**src/rtl/pipe_ctrl_pkg.sv**
```systemverilog
// Shared definitions for the pipeline control sequencer and the decode/hazard logic.
package pipe_ctrl_pkg;

    typedef enum logic [1:0] {
        ST_RUN    = 2'd0,
        ST_DRAIN  = 2'd1,
        ST_HALTED = 2'd2
    } state_t;

    localparam logic [3:0] OPC_HLT = 4'hF;

    function automatic logic is_hlt(input logic [3:0] opc);
        return opc == OPC_HLT;
    endfunction

endpackage

```
**src/rtl/sat_counter.sv**
```systemverilog
// Event counter that sticks at all-ones instead of wrapping.
module sat_counter #(
    parameter int unsigned W = 16
) (
    input  logic         clk,
    input  logic         rst,
    input  logic         inc,
    output logic [W-1:0] q
);

    always_ff @(posedge clk) begin
        if (rst) begin
            q <= '0;
        end else if (inc && (q != '1)) begin
            q <= q + 1'b1;
        end
    end

endmodule

```
**src/rtl/pipe_ctrl.sv**
```systemverilog
// Pipeline control sequencer: stage enables/flushes, halt drain and stall/flush statistics.
module pipe_ctrl
    import pipe_ctrl_pkg::*;
#(
    parameter int unsigned CNT_W = 16
) (
    input  logic             clk,
    input  logic             rst,
    input  logic             hz_stall,
    input  logic             hz_flush,
    input  logic             icache_miss,
    input  logic             dcache_miss,
    input  logic             id_halt,
    output logic             pc_we,
    output logic             ifid_we,
    output logic             idex_we,
    output logic             exmem_we,
    output logic             memwb_we,
    output logic             ifid_flush,
    output logic             idex_flush,
    output logic             halted,
    output logic [CNT_W-1:0] stall_cnt,
    output logic [CNT_W-1:0] flush_cnt
);

    state_t     state;
    logic [1:0] dcnt;
    logic       stall_inc;
    logic       flush_inc;

    always_ff @(posedge clk) begin
        if (rst) begin
            state <= ST_RUN;
            dcnt  <= '0;
        end else begin
            unique case (state)
                ST_RUN: begin
                    if (!dcache_miss && !hz_stall && !hz_flush && id_halt) begin
                        state <= ST_DRAIN;
                        dcnt  <= 2'd2;
                    end
                end
                ST_DRAIN: begin
                    if (!dcache_miss) begin
                        if (dcnt == 2'd0) state <= ST_HALTED;
                        else              dcnt  <= dcnt - 2'd1;
                    end
                end
                default: ;
            endcase
        end
    end

    // Reset forces every control low regardless of state, so the decode is gated by rst first.
    always_comb begin
        pc_we      = 1'b0;
        ifid_we    = 1'b0;
        idex_we    = 1'b0;
        exmem_we   = 1'b0;
        memwb_we   = 1'b0;
        ifid_flush = 1'b0;
        idex_flush = 1'b0;
        halted     = 1'b0;
        stall_inc  = 1'b0;
        flush_inc  = 1'b0;
        if (!rst) begin
            unique case (state)
                ST_RUN: begin
                    if (dcache_miss) begin
                        stall_inc = 1'b1;
                    end else if (hz_stall) begin
                        idex_we    = 1'b1;
                        idex_flush = 1'b1;
                        exmem_we   = 1'b1;
                        memwb_we   = 1'b1;
                        stall_inc  = 1'b1;
                    end else if (hz_flush) begin
                        pc_we      = 1'b1;
                        ifid_we    = 1'b1;
                        idex_we    = 1'b1;
                        exmem_we   = 1'b1;
                        memwb_we   = 1'b1;
                        ifid_flush = 1'b1;
                        flush_inc  = 1'b1;
                    end else if (id_halt || icache_miss) begin
                        ifid_we    = 1'b1;
                        ifid_flush = 1'b1;
                        idex_we    = 1'b1;
                        exmem_we   = 1'b1;
                        memwb_we   = 1'b1;
                        stall_inc  = 1'b1;
                    end else begin
                        pc_we    = 1'b1;
                        ifid_we  = 1'b1;
                        idex_we  = 1'b1;
                        exmem_we = 1'b1;
                        memwb_we = 1'b1;
                    end
                end
                ST_DRAIN: begin
                    if (!dcache_miss) begin
                        ifid_we    = 1'b1;
                        ifid_flush = 1'b1;
                        idex_we    = 1'b1;
                        exmem_we   = 1'b1;
                        memwb_we   = 1'b1;
                    end
                end
                ST_HALTED: halted = 1'b1;
                default: ;
            endcase
        end
    end

    sat_counter #(.W(CNT_W)) u_stall_cnt (
        .clk (clk),
        .rst (rst),
        .inc (stall_inc),
        .q   (stall_cnt)
    );

    sat_counter #(.W(CNT_W)) u_flush_cnt (
        .clk (clk),
        .rst (rst),
        .inc (flush_inc),
        .q   (flush_cnt)
    );

endmodule
```
**config.mk**
```make
export PLATFORM = sky130hd
export DESIGN_NAME = pipe_ctrl
export DESIGN_NICKNAME = d
export VERILOG_FILES = /design/src/rtl/pipe_ctrl_pkg.sv /design/src/rtl/sat_counter.sv /design/src/rtl/pipe_ctrl.sv
export SDC_FILE = /design/constraint.sdc
export NUM_CORES = 1
export LEC_CHECK = 0
export ABC_AREA = 1
export BUFFER_PORTS_ARGS = -buffer_cell sky130_fd_sc_hd__buf_2
export CORE_UTILIZATION = 40
export DETAILED_ROUTE_END_ITERATION = 10
export PLACE_DENSITY = 0.7
export SYNTH_ARGS = -nofsm -noshare
export SYNTH_HDL_FRONTEND = slang
export SYNTH_HIERARCHICAL = 1
export SYNTH_SLANG_ARGS = --single-unit
```
**constraint.sdc**
```tcl
create_clock -name clk -period 1.65 [get_ports clk]
set_input_delay 0.33 -clock clk [delete_from_list [all_inputs] [get_ports clk]]
set_output_delay 0.33 -clock clk [all_outputs]
set_load 0.01 [all_outputs]
```
==> impl_metrics.csv <==
group,metric,value,unit
global_routing,first_pass_grt_wire_length,9.018,mm
layout,antenna_cells_inserted,0,
critical_path,worstReg2RegEnd,"u_flush_cnt/q[13]",
yosys,syn-instance-count,370,
sta,period_needed,1607,ps
sta,timing_worst_slew_pin_value,503.4,ps
sta,final_max_slew_viol_count,0,
clocking,cts_tree,"done",
power,power.static_leakage,0.001326,uW
layout,design_area,2851,sq um
route,drtIter0Drc,89,
critical_path,ff2ff_path_depth,10,
run_status,status,"completed",
power,irDropWorstVdd,0.3763,mV
sta,fin_worst_skew,7.056,ps
sta,timing.setup.tns,0,ps
global_routing,antenna_found_initial,0,
floorplanning,die_w,76.85,um
layout,final-instance-count-excl-fill,505,
place,dp_cells,491,
layout,num-nets-final,444,
place,globalplace.congestion,0.8590,
floorplanning,io_pins,47,
worst_hold_path,worstHoldPathType,"input pin to flop",
global_routing,global_route.usage.met2,30.80,%
critical_path,cp-startpoint,"state[1]",
sta,final.hold.worst_slack,379.3,ps
run,maximum_capacitance_violations,0,
route,via_density_per_instance,4.764,
place,buffer_ports.inserted,46,
critical_path,r2r_start,"state[1]",
yosys,synth.avg_cell_area,6.056,sq um
yosys,synth-xor-area-share,0,%
global_routing,use_met1,23.40,%
yosys,yosysTopAreaCellShare,32.16,%
yosys,synth-main-ff-cell,"sky130_fd_sc_hd__dfxtp_1",
clocking,cts.sink_count,36,
yosys,area_fraction_in_compound_gates_after_synthesis,4.411,%
yosys,number_of_flops_mapped_to_enable_cells_by_yosys,0,
floorplanning,design.die.area,5906,sq um
yosys,yosys-top-cells-count,"sky130_fd_sc_hd__nand2_1, sky130_fd_sc_hd__nor2_1, sky130_fd_sc_hd__inv_1",
global_routing,gr-usage-all-layers,18.48,%
clocking,clockBufferDepth,2,
route,route.detailed.wl_per_inst,10.76,um
yosys,ys_types,28,
place,placement.cell_area,2599,sq um
critical_path,worst_ep_arrival_time,1280,ps
power,power_per_cell_area,684.4,nW/um^2
critical_path,worst_path_maximum_fanout,5,
global_routing,global_route.overflow_total,0,
worst_hold_path,hold_start,"rst",
route,route.vias.total,2406,
yosys,synth.largest_area_cell,"sky130_fd_sc_hd__dfxtp_1",
yosys,synth-simple-area-share,52.37,%
route,route.antenna.remaining_nets,0,
sta,final_hold_viol_count,0,
layout,final_core_util,54.44,%
yosys,synth_mux_area_share,0,%
global_routing,met3_usage,4.167,%
critical_path,r2r_setup_slack,110,ps
floorplanning,die_y,76.85,um
floorplanning,rows,26,
yosys,synthesis.nets,380,
clocking,cts_hold_buffers,0,
clocking,worst_skew_pair_later_pin_latency,290,ps
worst_hold_path,timing.hold.worst_path_depth,3,
yosys,post_synth_design_cell_area,2241,sq um
yosys,synth.most_common_cell,"sky130_fd_sc_hd__nand2_1",
clocking,clkTransAtPathRegs,70,ps
layout,filler_cell_count,538,
sta,clock.fmax,622.4,MHz
clocking,tritoncts.num_buffers,5,
sta,slew_headroom,66.40,%
sta,setup_violations,0,
floorplanning,initial_core_util,42.79,%
global_routing,first_global_vias,2140,
yosys,yosysWarningCount,6,
yosys,synth.yosys.seq_area_share,32.16,%
sta,grt_setup_unrepaired,"true",
yosys,synth_seq_cells,36,
yosys,async_reset_ff_share,0,%
critical_path,timing.critical_path.to_type,"output port",
clocking,cts_htree_levels,2,
yosys,synth_top_family_by_area,"simple AND/OR/NAND/NOR gates",
place,post-dp-hpwl,3.952,mm
critical_path,worst-endpoint-required,1320,ps
floorplanning,core_area,5238,sq um
route,post-route-drc-count,0,
critical_path,setup.worst_path.start_class,"flop",
sta,min_period_over_period,97.38,%
route,first_pass_iters,4,
yosys,yosys.area_share.adder,1.675,%
worst_hold_path,timing.hold.worst_endpoint,"state[1]",
global_routing,pin_count_of_the_biggest_net_entering_global_routing,17,
global_routing,busiest_layer,"met2",
clocking,cts-root-buf,"sky130_fd_sc_hd__clkbuf_8",
layout,final_layout_size_suffix_gt1_share,27.13,%
critical_path,path_class,"flop to output port",
yosys,ys_top_cells_by_area,"sky130_fd_sc_hd__dfxtp_1, sky130_fd_sc_hd__nand2_1, sky130_fd_sc_hd__nor2_1, sky130_fd_sc_hd__inv_1, sky130_fd_sc_hd__nand3_1",
layout,flow.area_growth_from_synthesis,27.25,%
route,drt-total-wl,5.436,mm
## layer usage
layer / vias up / share of wire [%]
met4: 0 / 0.28
li1: 1266 / -
met1: 1080 / 47
met3: 2 / 4.3
met5: - / 0
met2: 58 / 49
## report_power, final
part | total, uW | switching, uW | internal [uW] | leakage, uW
logic | 203 | 121 | 82.8 | 0.000970
clock network | 858 | 324 | 533 | 0.0000645
registers | 890 | 9.40 | 881 | 0.000291
total | 1950 | 454 | 1500 | 0.00133
## flip-flops by register name, summed over array words and instances (netlist names)
signal	flops
u_flush_cnt/q	16
u_stall_cnt/q	16
state	2
dcnt	2
## area by class of cell
type,instances,area [sq um],area share [%]
sequential,36,721.9,25.32
multi-input combinational,285,1378,48.31
clock inverter,1,30.03,1.053
clock buffer,7,96.34,3.379
timing repair buffer,64,372.9,13.08
tap,70,87.58,3.072
inverter,42,165.2,5.792
## worst max path at each step
stage                             end  cells after the start
detailed placement  u_stall_cnt/q[15]                     11
CTS                 u_stall_cnt/q[15]                     10
global route        u_flush_cnt/q[13]                     10
floorplan           u_flush_cnt/q[13]                     11
global placement    u_flush_cnt/q[13]                     11
finish                     ifid_flush                      7
## placed cells by master (no fill, tap or decap), drive strengths merged
cell type,n
nand2,111
nor2,109
buf,64
inv,40
dfxtp,36
nand3,27
a21oi,18
nand4,8
clkbuf,7
nor3,6
ha,3
clkinv,2
or2,2
bufinv,1
o21ai,1
## cell families (layout without fill, tap and decap cells)
logic type	count (synthesis)	in the layout
AOI/OAI and AO/OA	19	19
adders and majority gates	3	3
buffers and inverters	49	114
DFF	36	36
and+or+nand+nor	263	263
## critical path, stage by stage, from the launching register on
cell	delay (ps)
sky130_fd_sc_hd__dfxtp_2	340
sky130_fd_sc_hd__buf_6	120
sky130_fd_sc_hd__inv_6	60
sky130_fd_sc_hd__nand2_4	50
sky130_fd_sc_hd__inv_4	60
sky130_fd_sc_hd__nor3_4	30
sky130_fd_sc_hd__nor3_2	170
sky130_fd_sc_hd__buf_2	150
## per-stage QoR
step | power (uW) | setup slack, ps
after detailed placement | 1091 | -272.9
after floorplan | 1031 | 111.9
after global routing | 2037 | -55.26
after global placement | 1086 | -174.9
final | 1952 | 43.22
after CTS | 1960 | 7.873
## repair_timing
item | 4_1_cts | 5_1_grt
pin swaps | 0 | 8
buffers inserted | 0 | 6
endpoints found under the hold margin | 0 | 0
cloned | 0 | 0
setup endpoints to repair | 15 | 23
resized for setup | 6 | 16
(Power assumes the default switching activity.)
